`src/rtl/systolic_ctrl.sv`:
```
// Tile sequencer for the systolic datapath: CLEAR -> LOAD -> WAIT -> COMPUTE -> DRAIN per tile.
// Optional cycle counter output is compiled in with `define SYSTOLIC_CTRL_PERF_EN.
module systolic_ctrl #(
    parameter int SYSTOLIC_SIZE  = 16,
    parameter int BUFFER_SIZE    = 27,
    parameter int IFM_ADDR_WIDTH = 19,
    parameter int WGT_ADDR_WIDTH = 9,
    parameter int OFM_ADDR_WIDTH = 22,
    parameter int TILE_WIDTH     = 16
) (
    input  logic                      clk,
    input  logic                      rst,
    input  logic                      start,
    input  logic [TILE_WIDTH-1:0]     num_tiles,
    input  logic [IFM_ADDR_WIDTH-1:0] ifm_base,
    input  logic [WGT_ADDR_WIDTH-1:0] wgt_base,
    input  logic [OFM_ADDR_WIDTH-1:0] ofm_base,
    output logic                      busy,
    output logic                      done,
    output logic [IFM_ADDR_WIDTH-1:0] ifm_addr_a,
    output logic [WGT_ADDR_WIDTH-1:0] wgt_addr_a,
    output logic                      read_en,
    output logic                      reset_pe,
    output logic                      write_out_en,
    output logic                      ofm_we_b,
    output logic [OFM_ADDR_WIDTH-1:0] ofm_addr_b
`ifdef SYSTOLIC_CTRL_PERF_EN
    ,
    output logic [31:0]               cycle_count
`endif
);

    localparam int COMPUTE_LEN = BUFFER_SIZE + 2 * SYSTOLIC_SIZE - 1;
    localparam int CNT_W       = $clog2(COMPUTE_LEN + 1);

    localparam logic [CNT_W-1:0] LOAD_LAST    = CNT_W'(BUFFER_SIZE - 1);
    localparam logic [CNT_W-1:0] COMPUTE_LAST = CNT_W'(COMPUTE_LEN - 1);
    localparam logic [CNT_W-1:0] DRAIN_LAST   = CNT_W'(SYSTOLIC_SIZE - 1);

    typedef enum logic [2:0] {
        ST_IDLE    = 3'd0,
        ST_CLEAR   = 3'd1,
        ST_LOAD    = 3'd2,
        ST_WAIT    = 3'd3,
        ST_COMPUTE = 3'd4,
        ST_DRAIN   = 3'd5,
        ST_NEXT    = 3'd6,
        ST_DONE    = 3'd7
    } state_t;

    state_t                      state_r;
    state_t                      state_nxt_s;
    logic [CNT_W-1:0]            cnt_r;
    logic [CNT_W-1:0]            cnt_nxt_s;
    logic [TILE_WIDTH-1:0]       t_r;
    logic [TILE_WIDTH-1:0]       tiles_r;
    logic [TILE_WIDTH:0]         t_inc_s;
    logic                        start_acc_s;

    logic [IFM_ADDR_WIDTH-1:0]   ifm_run_r;
    logic [WGT_ADDR_WIDTH-1:0]   wgt_base_r;
    logic [OFM_ADDR_WIDTH-1:0]   ofm_run_r;

    logic                        busy_r;
    logic                        done_r;
    logic                        read_en_r;
    logic                        reset_pe_r;
    logic                        write_out_en_r;
    logic                        ofm_we_r;
    logic [IFM_ADDR_WIDTH-1:0]   ifm_addr_r;
    logic [WGT_ADDR_WIDTH-1:0]   wgt_addr_r;
    logic [OFM_ADDR_WIDTH-1:0]   ofm_addr_r;

    logic                        busy_nxt_s;
    logic                        done_nxt_s;
    logic                        read_en_nxt_s;
    logic                        reset_pe_nxt_s;
    logic                        drain_nxt_s;
    logic [IFM_ADDR_WIDTH-1:0]   ifm_addr_nxt_s;
    logic [WGT_ADDR_WIDTH-1:0]   wgt_addr_nxt_s;
    logic [OFM_ADDR_WIDTH-1:0]   ofm_addr_nxt_s;

    assign start_acc_s = (state_r == ST_IDLE) && start;
    assign t_inc_s     = {1'b0, t_r} + {{TILE_WIDTH{1'b0}}, 1'b1};

    // Next-state and in-state cycle counter
    always_comb begin
        state_nxt_s = state_r;
        cnt_nxt_s   = {CNT_W{1'b0}};
        case (state_r)
            ST_IDLE: begin
                if (start) begin
                    if (num_tiles == {TILE_WIDTH{1'b0}}) begin
                        state_nxt_s = ST_DONE;
                    end else begin
                        state_nxt_s = ST_CLEAR;
                    end
                end else begin
                    state_nxt_s = ST_IDLE;
                end
            end
            ST_CLEAR: state_nxt_s = ST_LOAD;
            ST_LOAD: begin
                if (cnt_r == LOAD_LAST) begin
                    state_nxt_s = ST_WAIT;
                end else begin
                    state_nxt_s = ST_LOAD;
                    cnt_nxt_s   = cnt_r + CNT_W'(1);
                end
            end
            ST_WAIT: state_nxt_s = ST_COMPUTE;
            ST_COMPUTE: begin
                if (cnt_r == COMPUTE_LAST) begin
                    state_nxt_s = ST_DRAIN;
                end else begin
                    state_nxt_s = ST_COMPUTE;
                    cnt_nxt_s   = cnt_r + CNT_W'(1);
                end
            end
            ST_DRAIN: begin
                if (cnt_r == DRAIN_LAST) begin
                    state_nxt_s = ST_NEXT;
                end else begin
                    state_nxt_s = ST_DRAIN;
                    cnt_nxt_s   = cnt_r + CNT_W'(1);
                end
            end
            ST_NEXT: begin
                if (t_inc_s < {1'b0, tiles_r}) begin
                    state_nxt_s = ST_CLEAR;
                end else begin
                    state_nxt_s = ST_DONE;
                end
            end
            ST_DONE: state_nxt_s = ST_IDLE;
            default: state_nxt_s = ST_IDLE;
        endcase
    end

    // Output values for the coming cycle, derived from the state being entered
    always_comb begin
        busy_nxt_s     = (state_nxt_s != ST_IDLE);
        done_nxt_s     = (state_nxt_s == ST_DONE);
        reset_pe_nxt_s = (state_nxt_s == ST_CLEAR);
        read_en_nxt_s  = (state_nxt_s == ST_COMPUTE);
        drain_nxt_s    = (state_nxt_s == ST_DRAIN);
        ifm_addr_nxt_s = ifm_addr_r;
        wgt_addr_nxt_s = wgt_addr_r;
        ofm_addr_nxt_s = ofm_addr_r;
        if (state_nxt_s == ST_LOAD) begin
            ifm_addr_nxt_s = ifm_run_r + IFM_ADDR_WIDTH'(cnt_nxt_s);
            wgt_addr_nxt_s = wgt_base_r + WGT_ADDR_WIDTH'(cnt_nxt_s);
        end else begin
            ifm_addr_nxt_s = ifm_addr_r;
            wgt_addr_nxt_s = wgt_addr_r;
        end
        if (drain_nxt_s) begin
            ofm_addr_nxt_s = ofm_run_r + OFM_ADDR_WIDTH'(cnt_nxt_s);
        end else begin
            ofm_addr_nxt_s = ofm_addr_r;
        end
    end

    // State and counter registers
    always_ff @(posedge clk) begin
        if (rst) begin
            state_r <= ST_IDLE;
            cnt_r   <= {CNT_W{1'b0}};
        end else begin
            state_r <= state_nxt_s;
            cnt_r   <= cnt_nxt_s;
        end
    end

    // Job parameters; tile bases advance by one tile stride in NEXT instead of t*stride
    always_ff @(posedge clk) begin
        if (rst) begin
            tiles_r    <= {TILE_WIDTH{1'b0}};
            t_r        <= {TILE_WIDTH{1'b0}};
            ifm_run_r  <= {IFM_ADDR_WIDTH{1'b0}};
            wgt_base_r <= {WGT_ADDR_WIDTH{1'b0}};
            ofm_run_r  <= {OFM_ADDR_WIDTH{1'b0}};
        end else if (start_acc_s) begin
            tiles_r    <= num_tiles;
            t_r        <= {TILE_WIDTH{1'b0}};
            ifm_run_r  <= ifm_base;
            wgt_base_r <= wgt_base;
            ofm_run_r  <= ofm_base;
        end else if (state_r == ST_NEXT) begin
            t_r       <= t_inc_s[TILE_WIDTH-1:0];
            ifm_run_r <= ifm_run_r + IFM_ADDR_WIDTH'(BUFFER_SIZE);
            ofm_run_r <= ofm_run_r + OFM_ADDR_WIDTH'(SYSTOLIC_SIZE);
        end
    end

    // Registered outputs
    always_ff @(posedge clk) begin
        if (rst) begin
            busy_r         <= 1'b0;
            done_r         <= 1'b0;
            reset_pe_r     <= 1'b0;
            read_en_r      <= 1'b0;
            write_out_en_r <= 1'b0;
            ofm_we_r       <= 1'b0;
            ifm_addr_r     <= {IFM_ADDR_WIDTH{1'b0}};
            wgt_addr_r     <= {WGT_ADDR_WIDTH{1'b0}};
            ofm_addr_r     <= {OFM_ADDR_WIDTH{1'b0}};
        end else begin
            busy_r         <= busy_nxt_s;
            done_r         <= done_nxt_s;
            reset_pe_r     <= reset_pe_nxt_s;
            read_en_r      <= read_en_nxt_s;
            write_out_en_r <= drain_nxt_s;
            ofm_we_r       <= drain_nxt_s;
            ifm_addr_r     <= ifm_addr_nxt_s;
            wgt_addr_r     <= wgt_addr_nxt_s;
            ofm_addr_r     <= ofm_addr_nxt_s;
        end
    end

    assign busy         = busy_r;
    assign done         = done_r;
    assign reset_pe     = reset_pe_r;
    assign read_en      = read_en_r;
    assign write_out_en = write_out_en_r;
    assign ofm_we_b     = ofm_we_r;
    assign ifm_addr_a   = ifm_addr_r;
    assign wgt_addr_a   = wgt_addr_r;
    assign ofm_addr_b   = ofm_addr_r;

`ifdef SYSTOLIC_CTRL_PERF_EN
    logic [31:0] cycle_cnt_r;

    // Busy-cycle counter, saturating, held while idle
    always_ff @(posedge clk) begin
        if (rst) begin
            cycle_cnt_r <= 32'd0;
        end else if (start_acc_s) begin
            cycle_cnt_r <= 32'd0;
        end else if (busy_r && (cycle_cnt_r != 32'hFFFF_FFFF)) begin
            cycle_cnt_r <= cycle_cnt_r + 32'd1;
        end
    end

    assign cycle_count = cycle_cnt_r;
`endif

endmodule

```
`config.mk`:
```
export PLATFORM = sky130hd
export DESIGN_NAME = systolic_ctrl
export DESIGN_NICKNAME = d
export VERILOG_FILES = /design/src/rtl/systolic_ctrl.sv
export SDC_FILE = /design/constraint.sdc
export NUM_CORES = 1
export LEC_CHECK = 0
export CORE_AREA = 2 2 115 139
export DETAILED_ROUTE_END_ITERATION = 10
export DIE_AREA = 0 0 117 141
export GPL_TIMING_DRIVEN = 1
export PLACE_DENSITY = 0.84
export SLEW_MARGIN = 0
export SYNTH_ARGS = -nofsm -noshare
export SYNTH_HDL_FRONTEND = slang
export SYNTH_SLANG_ARGS = --single-unit
```
`constraint.sdc`:
```
create_clock -name clk -period 8.95 [get_ports clk]
set_clock_uncertainty 0.15 [all_clocks]
set_input_delay 0.895 -clock clk [delete_from_list [all_inputs] [get_ports clk]]
set_output_delay 0.895 -clock clk [all_outputs]
set_load 0.05 [all_outputs]
```
; Word-level counts from Yosys, hierarchy flattened
; Index checks and enable logic that the tools add are counted.
[totals]
register_bits = 146
latch_bits = 0
ramBits = 0
romBits = 0
in_bits = 69
out_inout_bits = 56
wordCells = 59
mem_count = 0
[op_classes]
n_addsub = 7
mul = 0
div_mod_pow = 0
order_cmp = 1
n_eq_ne = 15
shifts = 0
mux = 15
bitwise = 0
n_reduce_logical = 6
[ops]
columns = op, n
row1 = two-way mux 22 bit, 2
row2 = two-way mux 19 bit, 2
row3 = one-hot mux 3 bit (8 select lines), 1
row4 = adder 22 x 5 -> 22 bit (second input constant), 1
row5 = adder 22 x 6 -> 22 bit, 1
row6 = equality test 3 bit (second input constant), 7
row7 = adder 19 x 5 -> 19 bit (second input constant), 1
row8 = adder 19 x 6 -> 19 bit, 1
row9 = two-way mux 6 bit, 3
row10 = one-hot mux 6 bit (3 select lines), 1
row11 = adder 16 x 1 -> 17 bit (second input constant), 1
row12 = < comparator 17 x 16 -> 1 bit, 1
row13 = zero test 16 bit, 1
row14 = adder 9 x 6 -> 9 bit, 1
row15 = equality test 3 x 2 -> 1 bit (second input constant), 3
row16 = two-way mux 3 bit, 3
row17 = adder 6 x 1 -> 6 bit (second input constant), 1
row18 = equality test 3 x 1 -> 1 bit (second input constant), 2
row19 = equality test 6 x 4 -> 1 bit (second input constant), 1
row20 = equality test 6 x 5 -> 1 bit (second input constant), 1
row21 = equality test 6 bit (second input constant), 1
row22 = zero test 3 bit, 1
row23 = nonzero test 3 bit, 1
row24 = two-way mux 1 bit, 2
row25 = other kinds (4), 4

; Longest topological paths before layout
; Gate-level depths: netlist of the first run.
[logic_depth]
ltp_word = 5
mapped_depth = 16
mapped_depth_nobuf = 15

; Worst setup path before layout of the first run
; No wires, ideal clock.
[synth_timing]
path_type = register to register
from = reg cnt_r[0]
to = reg ofm_addr_r[16] (netlist: ofm_addr_b[16])
arrival_ns = 3.439
required_ns = 8.720
slack_ns = 5.281
stages_incl_launch_ff = 16
n_path_buf = 1
period_less_slack_ns = 3.669
cell_sequence = dfxtp_1 ha_1 nand2_1 nor4_1 nor2b_1 a32oi_1 buf_2 nor2_1 ha_1 fa_1 a21o_1 a2111oi_4 nor3_1 and4_1 xnor2_1 a211oi_2
[synth_between]
elab_chain_cells = 4
word_cells_on_any_way = 14
[synth_rtl]
columns = element, line
row1 = from (decl), 53  ; logic [CNT_W-1:0] cnt_r;
row2 = from (signal assigned), 168  ; cnt_r <= {CNT_W{1'b0}};
row3 = from (signal assigned), 171  ; cnt_r <= cnt_nxt_s;
row4 = adder 6 x 1 -> 6 bit (tied with other cells), "108, 117, 125"
row5 = two-way mux 6 bit (on tied branches), "121, 104, 113"
row6 = one-hot mux 6 bit (3 select lines) *, 90  ; case (state_r)
row7 = net cnt_nxt_s[0], 54  ; logic [CNT_W-1:0] cnt_nxt_s;
row8 = adder 22 x 6 -> 22 bit *, 158  ; ofm_addr_nxt_s = ofm_run_r + OFM_ADDR_WIDTH'(cnt_nxt_s);
row9 = to (signal assigned), 207  ; ofm_addr_r <= {OFM_ADDR_WIDTH{1'b0}};
row10 = to (signal assigned), 217  ; ofm_addr_r <= ofm_addr_nxt_s;
row11 = to (decl), 72  ; logic [OFM_ADDR_WIDTH-1:0] ofm_addr_r;
; The timed path passes the listed nets; every way through them passes the cells marked *.
; A chain may end at the register's enable or synchronous reset.

; Final worst setup path of the first run
[layout_timing]
from = reg cnt_r[0]
to = reg ifm_addr_r[14] (netlist: ifm_addr_a[14])
[layout_between]
elab_chain_cells = 4
word_cells_on_any_way = 14
[layout_rtl]
columns = element, line
row1 = adder 6 x 1 -> 6 bit (tied with other cells), "108, 117, 125"
row2 = two-way mux 6 bit (on tied branches), "121, 104, 113"
row3 = one-hot mux 6 bit (3 select lines) *, 90
row4 = net cnt_nxt_s[1], 54
row5 = adder 19 x 6 -> 19 bit *, 151  ; ifm_addr_nxt_s = ifm_run_r + IFM_ADDR_WIDTH'(cnt_nxt_s);
row6 = to (signal assigned), 205  ; ifm_addr_r <= {IFM_ADDR_WIDTH{1'b0}};
row7 = to (signal assigned), 215  ; ifm_addr_r <= ifm_addr_nxt_s;
row8 = to (decl), 70  ; logic [IFM_ADDR_WIDTH-1:0] ifm_addr_r;
; Marked as above.

==> results_dict.tcl, run 1 <==
set metrics [dict create \
    status "completed" \
    overflow 0 \
    place_area_um2 9130 \
    hpwlAfterDp_um 14100 \
    synth_cells 951 \
    power_density_nw_per_um2 186 \
    yosys_most_used_dff "dfxtp_1" \
    post_drt_wl_per_cell_um 15.5 \
    die_y_um 141 \
    clkTransAtPathRegs_ns 0.06 \
    path_max_fanout 12 \
    fin_ws_ns 4.32 \
    row_count 50 \
    setup-violations-final 0 \
    grt_pass1_wl_um 31700 \
    postRouteAntennaNets 0 \
    final_area_um2 9760 \
    period_minus_slack_ns 4.63 \
    remaining_drc_errors 0 \
    slowest_delay_ns 0.73 \
    layout_common_cells "dfxtp_1, nor2_1, nand2_1" \
    cts_sinks 146 \
    synth.distinct_cells 62 \
    fmax_mhz 216 \
    nFillCells 1276 \
    irDropWorstVdd_mv 0.124 \
    min_period_over_period 0.518 \
    coreArea_um2 15300 \
    cts_tree "yes" \
    crit_chain "ha_1, nand3_1, nor3_1, nand2_1, a32oi_1, nor2_1, fa_1, a211oi_1, o21bai_1, a21oi_1, nor3_1, xnor2_1, a211oi_1" \
    final_layout_size_suffix_gt1_frac 0.0653 \
    dr.pass1.iters 5 \
    synth_area_leader_cell "dfxtp_1" \
    h-tree-depth 4 \
    setup_tns_ns 0 \
    relSlewSlack 0.347 \
    synth_area_leaders "dfxtp_1, xnor2_1, nor2_1" \
    portBuffers 124 \
    instances_no_fill 1265 \
    rsz0062_at_grt "false" \
    final_common_cell "dfxtp_1" \
    async_flop_share 0 \
    synth_area_um2 7840 \
    nets 1155 \
    slowest_stage "a32oi_1" \
    drv_cap 0 \
    route.vias.total 6993 \
    postCtsHoldBufs 0 \
    cts_resized 0 \
    pre_cts_ws_ns 4.45 \
    synth_edf_count 0 \
    post-place-cells 1233 \
    worstHoldPathType "reg -> reg" \
    start_util 0.511 \
    area_growth_syn_to_layout_pct 24.5 \
    die_w_um 117 \
    numCtsBuffers 17 \
    worst-setup-path-type "reg -> reg" \
    yosys_register_bits 146 \
    syn_nets 1062 \
    tightest_slew_ns 0.979 \
    required_ns 9.12 \
    antenna_found_initial 0 \
    grt_use_total 0.243 \
    place.gp.congestion 0.889 \
    cts_setup_buffers 0 \
    grt_pass1_vias 6728 \
    drt_iter0_drc 475 \
    n_antenna_cell 0 \
    synth_top_area_frac 0.373 \
    via_per_inst 5.53 \
    routed_wirelength_um 19700 \
    grt_max_degree 92 \
    synth-warning-count 0 \
    drv_slew 0 \
    die-area_um2 16500 \
    avgSynthCellArea_um2 8.24 \
    leakage_uw 0.00351 \
    end_kind "flip-flop" \
    clockBufferDepth 2 \
    clock_latency_ns 0.42 \
    cp.arrival_ns 4.80 \
    yosysSeqAreaShare 0.373 \
    hold_viol 0 \
    boundaryPins 125 \
    start_kind "flip-flop" \
    cts_root_buf "clkbuf_16" \
]
==> Yosys cell counts (all sizes together), types with 3 or more instances <==
cell type and count:
nor4 14, and3 8, nand2b 4, mux2i 6, a21oi 72, o21a 3, a21o 11, o211ai 3
and2 3, xor2 40, and4 4, nor3 35, clkbuf 35, ha 39, buf 20, nand4 9
nand3 28, o21ai 12, or2 4, nor2 135, o21bai 3, dfxtp 146, a211oi 63, nor3b 3
inv 24, nand2 130, fa 3, nor2b 4, a211o 3, xnor2 61
==> through the flow <==
stage,total power [uW],util,hold slack [ns]
floorplan,967,-,0.284
global placement,1070,0.596,0.292
detailed placement,1080,0.596,0.296
CTS,1830,0.637,0.304
global route,1890,0.637,0.317
finish,1820,0.637,0.304
==> where the power goes <==
group | internal [uW] | switching (uW)
clock network | 485 | 264
logic | 127 | 191
registers | 698 | 52.4
==> metal layers <==
| metal | global-route usage | up-vias | wire length (um) |
|---|---|---|---|
| li1 | - | 3484 | - |
| met1 | 0.289 | 3259 | 8160 |
| met2 | 0.430 | 221 | 10100 |
| met3 | 0.0482 | 29 | 984 |
| met4 | 0.0848 | 0 | 386 |
| met5 | 0 | - | 0 |
==> path summary, 6_finish.rpt <==
| path | from | end | slack [ns] | cells past startpoint |
|---|---|---|---|---|
| worst max-delay path | cnt_r[0] | ifm_addr_a[14] | 4.32 | 13 |
| worst min-delay path | tiles_r[3] | tiles_r[3] | 0.30 | 2 |
| worst max register to register | cnt_r[0] | ifm_addr_a[14] | 4.32 | 13 |
| worst min register to register | tiles_r[3] | tiles_r[3] | 0.30 | 2 |
==> area by class of cell <==
cell class / count / area (um2) / area share
timing repair buffer: 129 / 1280 / 0.131
clock inverter: 11 / 158 / 0.0162
multi-input combinational: 726 / 4580 / 0.469
sequential: 146 / 2920 / 0.300
clock buffer: 21 / 470 / 0.0482
tap: 208 / 260 / 0.0267
inverter: 24 / 90.1 / 0.00923
==> flip-flops by register name, indices dropped and copies added, names as in the netlist <==
| signal | count |
|---|---|
| ofm_addr_b | 22 |
| ofm_run_r | 22 |
| ifm_addr_a | 19 |
| ifm_run_r | 19 |
| t_r | 16 |
| tiles_r | 16 |
| wgt_addr_a | 9 |
| wgt_base_r | 9 |
| cnt_r | 6 |
| state_r | 3 |
| busy | 1 |
| done | 1 |
| ofm_we_b | 1 |
| read_en | 1 |
| reset_pe | 1 |
==> cells by family (layout without fill, tap and decap cells) <==
logic type | Yosys count | after routing | share of synthesized area
AO/OA/AOI/OAI | 189 | 189 | 0.171
multiplexers | 6 | 6 | 0.00766
buffers and inverters | 79 | 185 | 0.0445
adder cells (fa/ha/maj) | 42 | 42 | 0.0699
flip-flops | 146 | 146 | 0.373
AND/OR/NAND/NOR | 388 | 388 | 0.221
XOR/XNOR | 101 | 101 | 0.113
==> critical path: cells and delay by family (launching register included) <==
| kind | cells | cell delay [ns] |
|---|---|---|
| AOI/OAI and AO/OA | 5 | 1.98 |
| xor gates and xnor gates | 1 | 0.16 |
| adders and majority gates | 2 | 0.78 |
| DFF | 1 | 0.42 |
| and+or+nand+nor | 5 | 1.05 |
No activity file was read; power rests on OpenSTA's default activity.
==> run 2, diff against run 1 <==
- clock period: 8.95 -> 4.53 ns (I/O delays scaled with it)
==> results_dict.tcl, run 2 (synthesis results as in run 1) <==
set metrics [dict create \
    endpoint "ifm_addr_a[18]" \
    h-tree-depth 4 \
    hpwlAfterDp_um 14500 \
    route.vias.total 7108 \
    numCtsBuffers 17 \
    pre_cts_ws_ns 0.216 \
    final_layout_size_suffix_gt1_frac 0.0708 \
    drv_slew 0 \
    critPathTopFamily "compound AO/OA/AOI/OAI gates" \
    grt_use_total 0.250 \
    path_max_fanout 7 \
    crit_chain "ha_1, nand3_1, nor3_1, nand2_1, a32oi_2, nor2_1, ha_1, fa_1, a211oi_1, o21bai_1, a21oi_2, nor4_1, xnor2_1, a211oi_1" \
    portBuffers 124 \
    clock_latency_ns 0.43 \
    rsz0062_at_grt "false" \
    place.gp.congestion 0.913 \
    row_count 50 \
    die_w_um 117 \
    coreArea_um2 15300 \
    fin_ws_ns 0.495 \
    min_period_over_period 0.891 \
    drv_cap 0 \
    leakage_uw 0.00354 \
    end_kind "flip-flop" \
    rrSetupSlack_ns 0.49 \
    nets 1158 \
    rr_startpoint "cnt_r[0]" \
    cp-startpoint "cnt_r[0]" \
    area_growth_syn_to_layout_pct 25.6 \
    period_minus_slack_ns 4.04 \
    die-area_um2 16500 \
    ff2ff_path_depth 14 \
    setup_tns_ns 0 \
    cp.arrival_ns 4.23 \
    overflow 0 \
    irDropWorstVdd_mv 0.266 \
    setup-violations-final 0 \
    r2r_end "ifm_addr_a[18]" \
    die_y_um 141 \
    relSlewSlack 0.431 \
    tightest_slew_ns 0.848 \
    cts_setup_buffers 0 \
    postRouteAntennaNets 0 \
    post_drt_wl_per_cell_um 15.9 \
    clkTransAtPathRegs_ns 0.06 \
    worst-setup-path-type "reg -> reg" \
    crit_cells 14 \
    clockBufferDepth 2 \
    grt_max_degree 66 \
    required_ns 4.72 \
    dr.pass1.iters 5 \
    grt_pass1_vias 6787 \
    n_antenna_cell 0 \
    start_util 0.511 \
    status "completed" \
    slowest_stage "dfxtp_1" \
    grt_pass1_wl_um 32400 \
    final_common_cell "dfxtp_1" \
    power_density_nw_per_um2 374 \
    routed_wirelength_um 20200 \
    remaining_drc_errors 0 \
    antenna_found_initial 0 \
    boundaryPins 125 \
    drt_iter0_drc 604 \
    hold_viol 0 \
    worstHoldPathType "reg -> reg" \
    crit_buf_inv 0 \
    layout_common_cells "dfxtp_1, nor2_1, nand2_1" \
    cts_root_buf "clkbuf_16" \
    fmax_mhz 248 \
    cts_sinks 146 \
    cts_tree "yes" \
    via_per_inst 5.61 \
    start_kind "flip-flop" \
    slowest_delay_ns 0.43 \
]
==> run 2: worst register-to-register path, delay by kind of cell (launching register included) <==
family	cells	cell delay, ns
adder cells (fa/ha/maj)	3	0.92
XOR/XNOR	1	0.16
AO/OA/AOI/OAI	5	1.46
flip-flops	1	0.43
AND/OR/NAND/NOR	5	0.85
==> run 2: what timing repair did <==
item / CTS / global route
resized for setup: 0 / 3
setup endpoints to repair: 0 / 9
endpoints found under the hold margin: 0 / 0
hold buffers: 0 / 0
==> run 2: area by class of cell <==
class,count,area [um2]
Clock buffer,22,484
Clock inverter,10,178
Timing Repair Buffer,132,1310
Sequential cell,146,2920
Multi-Input combinational cell,726,4600
Tap cell,208,260
Fill cell,1242,5480
Inverter,24,90.1
==> run 2: worst min path at each step <==
stage,from,endpoint,slack [ns],cells after the start
after floorplan,tiles_r[0],tiles_r[0],0.28,2
after global placement,ifm_addr_a[4],ifm_addr_a[4],0.29,2
after detailed placement,tiles_r[11],tiles_r[11],0.30,2
after CTS,tiles_r[2],tiles_r[2],0.31,2
after global routing,tiles_r[15],tiles_r[15],0.32,2
final,tiles_r[1],tiles_r[1],0.30,2
==> run 2: metrics by stage <==
stage / instance area [um2] / util / std cells / hold slack, ns / power (uW)
6_report: 9840 / 0.642 / 1268 / 0.304 / 3680
5_1_grt: 9840 / 0.642 / 1268 / 0.317 / 3820
4_1_cts: 9830 / 0.641 / 1268 / 0.305 / 3700
3_5_place_dp: 9170 / 0.598 / 1236 / 0.297 / 2140
3_3_place_gp: 9170 / 0.598 / 1236 / 0.292 / 2130
2_1_floorplan: 7840 / - / 951 / 0.284 / 1910
==> run 2: metal layers <==
| layer | vias up | share of wire | track usage |
|---|---|---|---|
| met4 | 0 | 0.027 | 0.109 |
| met1 | 3324 | 0.41 | 0.295 |
| met3 | 42 | 0.058 | 0.0520 |
| met5 | - | 0 | 0 |
| met2 | 257 | 0.51 | 0.433 |
| li1 | 3485 | - | - |
==> run 2: power by group <==
part | total, uW | switching [uW] | internal [uW]
registers | 1480 | 103 | 1380
clock network | 1560 | 531 | 1030
logic | 638 | 382 | 256
==> RTL change: new RTL, config.mk and constraints of run 1 <==
Change the parameter `TILE_WIDTH` from 16 to 12.
--- a/src/rtl/systolic_ctrl.sv
+++ b/src/rtl/systolic_ctrl.sv
@@ -6,7 +6,7 @@
     parameter int IFM_ADDR_WIDTH = 19,
     parameter int WGT_ADDR_WIDTH = 9,
     parameter int OFM_ADDR_WIDTH = 22,
-    parameter int TILE_WIDTH     = 16
+    parameter int TILE_WIDTH     = 12
 ) (
     input  logic                      clk,
     input  logic                      rst,
Interface: changed (resized num_tiles); port bits go from 125 to 121. No check against the original RTL was run, so the function may have changed too.
==> RTL change against run 1 <==
- critical path depth rose by 1
- synthesized area fell by 5.1%
- via count fell by 4.2%
- largest cell class unchanged
- worst setup slack improved by 0.72 ns
- critical path type unchanged
- design area fell by 4.3%
- power fell by 5.2%
- sequential cell count fell by 8
- synthesized cell count fell by 5.0%
- hold slack improved by 0.00071 ns
- routed wire length fell by 4.0%
- critical endpoint is now ifm_addr_a[6]
==> RTL change: results (changes against run 1) <==
reg2reg end ifm_addr_a[6]; sequential share of the synthesized area 0.371 (-0.00140); vias post-DR 6,700 (-4.2%); vias in the first global route 6,465 (-3.9%); Slew HR 0.427 (+0.0802); post-synth cell types 65 (+4.8%); reg2reg setup slack 5.04 ns (+0.72 ns); Layout fillers 1,305 (+2.3%); Total Routed Length 18,900 um (-4.0%); largest net degree at the start of global routing 83 (-9.8%); NumNets Final 1,101 (-4.7%); detail-routed via count per cell 5.50 (-0.49%); routability congestion estimate 0.868 (-2.3%); Hold EP tiles_r[9]; crit path max fanout 14 (+2); Synth Area in Compound Gates 0.186 (+0.0153); peak supply drop 0.116 mV (-6.3%); dpl hpwl 13,000 um (-7.8%); GRT Total Usage 0.236 (-0.00739); slowest stage delay, CP 0.46 ns (-0.27 ns); hold path startpoint tiles_r[9]; Pleak 0.00334 uW (-4.8%); Synth Area in Adders 0.0686 (-0.00127); dpl cells 1,186 (-3.8%); Synth Area in XOR/XNOR 0.0954 (-0.0175); DP Worst Slack 5.09 ns (+0.639 ns); global-route wire length before repair 31,300 um (-1.4%); TritonRoute pass-1 iters 7 (+2); # port buffers 120 (-3.2%); Mapped Nets 1,007 (-5.2%); synth cell count leaders dfxtp_1, nor2_1, nand2_1, a21oi_1, a211oi_1; worst endpoint data arrival time 4.11 ns (-0.69 ns); synth top area cells dfxtp_1, nor2_1, ha_1, a211oi_1, nand2_1; Synth async-reset ratio 0 (unchanged); Slowest-stage cell, CP dfxtp_1; Iter 0 DRT Violations 483 (+1.7%); worst r2r path cells 14 (+1); layout cells sized above 1 0.0604 (-0.00488); multiplexer area fraction after synthesis 0.00942 (+0.00176); worst hold slack 0.304 ns (+0.000713 ns); status complete, no violations; Post-Synthesis Cells 903 (-5.0%); r2r startpoint state_r[0]; CTS clk-pin slew, worst paths 0.06 ns (about the same)
[RTL change: cell count changes after synthesis, moves of 10 or more]
cell,run 1,this run
a211oi_2,16,3
nor2_1,134,124
nand2_1,129,108
a21oi_1,72,58
o21ai_0,11,25
or3_1,2,17
xnor2_1,61,42
nor4_1,14,4
nor3_1,34,20
[RTL change: worst max-delay path by stage]
stage          startpoint        endpoint  slack, ns  cells after the start
2_1_floorplan    cnt_r[0]  ofm_addr_b[14]       5.48                     15
3_3_place_gp     cnt_r[0]   ifm_addr_a[6]       5.23                     15
3_5_place_dp     cnt_r[0]   ifm_addr_a[6]       5.09                     15
4_1_cts          cnt_r[0]   ifm_addr_a[6]       5.06                     15
5_1_grt        state_r[2]   ifm_addr_a[6]       4.72                     12
6_report       state_r[0]   ifm_addr_a[6]       5.04                     14
[RTL change: per-layer routing]
layer	vias up	track usage	part of all wire
li1	3357	-	-
met1	3112	0.309	0.44
met2	194	0.392	0.49
met3	37	0.0408	0.046
met4	0	0.0780	0.023
met5	-	0	0
[RTL change: power breakdown]
group,internal [uW],switching (uW)
logic,117,176
clock network,448,280
registers,658,45.1
total,1220,501
[RTL change: kinds of logic (layout without fill, tap and decap cells)]
family | Yosys count | in the layout
fa+ha+maj | 39 | 39
compound gates | 199 | 199
flops | 138 | 138
mux | 7 | 7
buf+inv | 84 | 191
xor+xnor | 81 | 81
simple gates | 355 | 355
[RTL change: worst max-delay path, delay by kind of cell (launching register included)]
family,cells,cell delay [ns]
AOI/OAI and AO/OA,6,1.38
and+or+nand+nor,4,0.95
adders and majority gates,2,0.65
DFF,1,0.46
buffers and inverters,2,0.26
[RTL change: metrics by stage]
step,power (uW),area [um2]
global placement,996,8730
detailed placement,1000,8730
global route,1790,9340
finish,1720,9340
floorplan,902,7440
CTS,1730,9340
[RTL change: final cells by class]
cell class | count | area, um2 | share of cell area
clock buffers | 19 | 443 | 0.0474
clock inverters | 13 | 166 | 0.0178
inverters | 34 | 128 | 0.0137
multi-input cells | 681 | 4340 | 0.465
flip-flops and latches | 138 | 2760 | 0.296
well taps | 208 | 260 | 0.0279
repair buffers | 125 | 1240 | 0.132
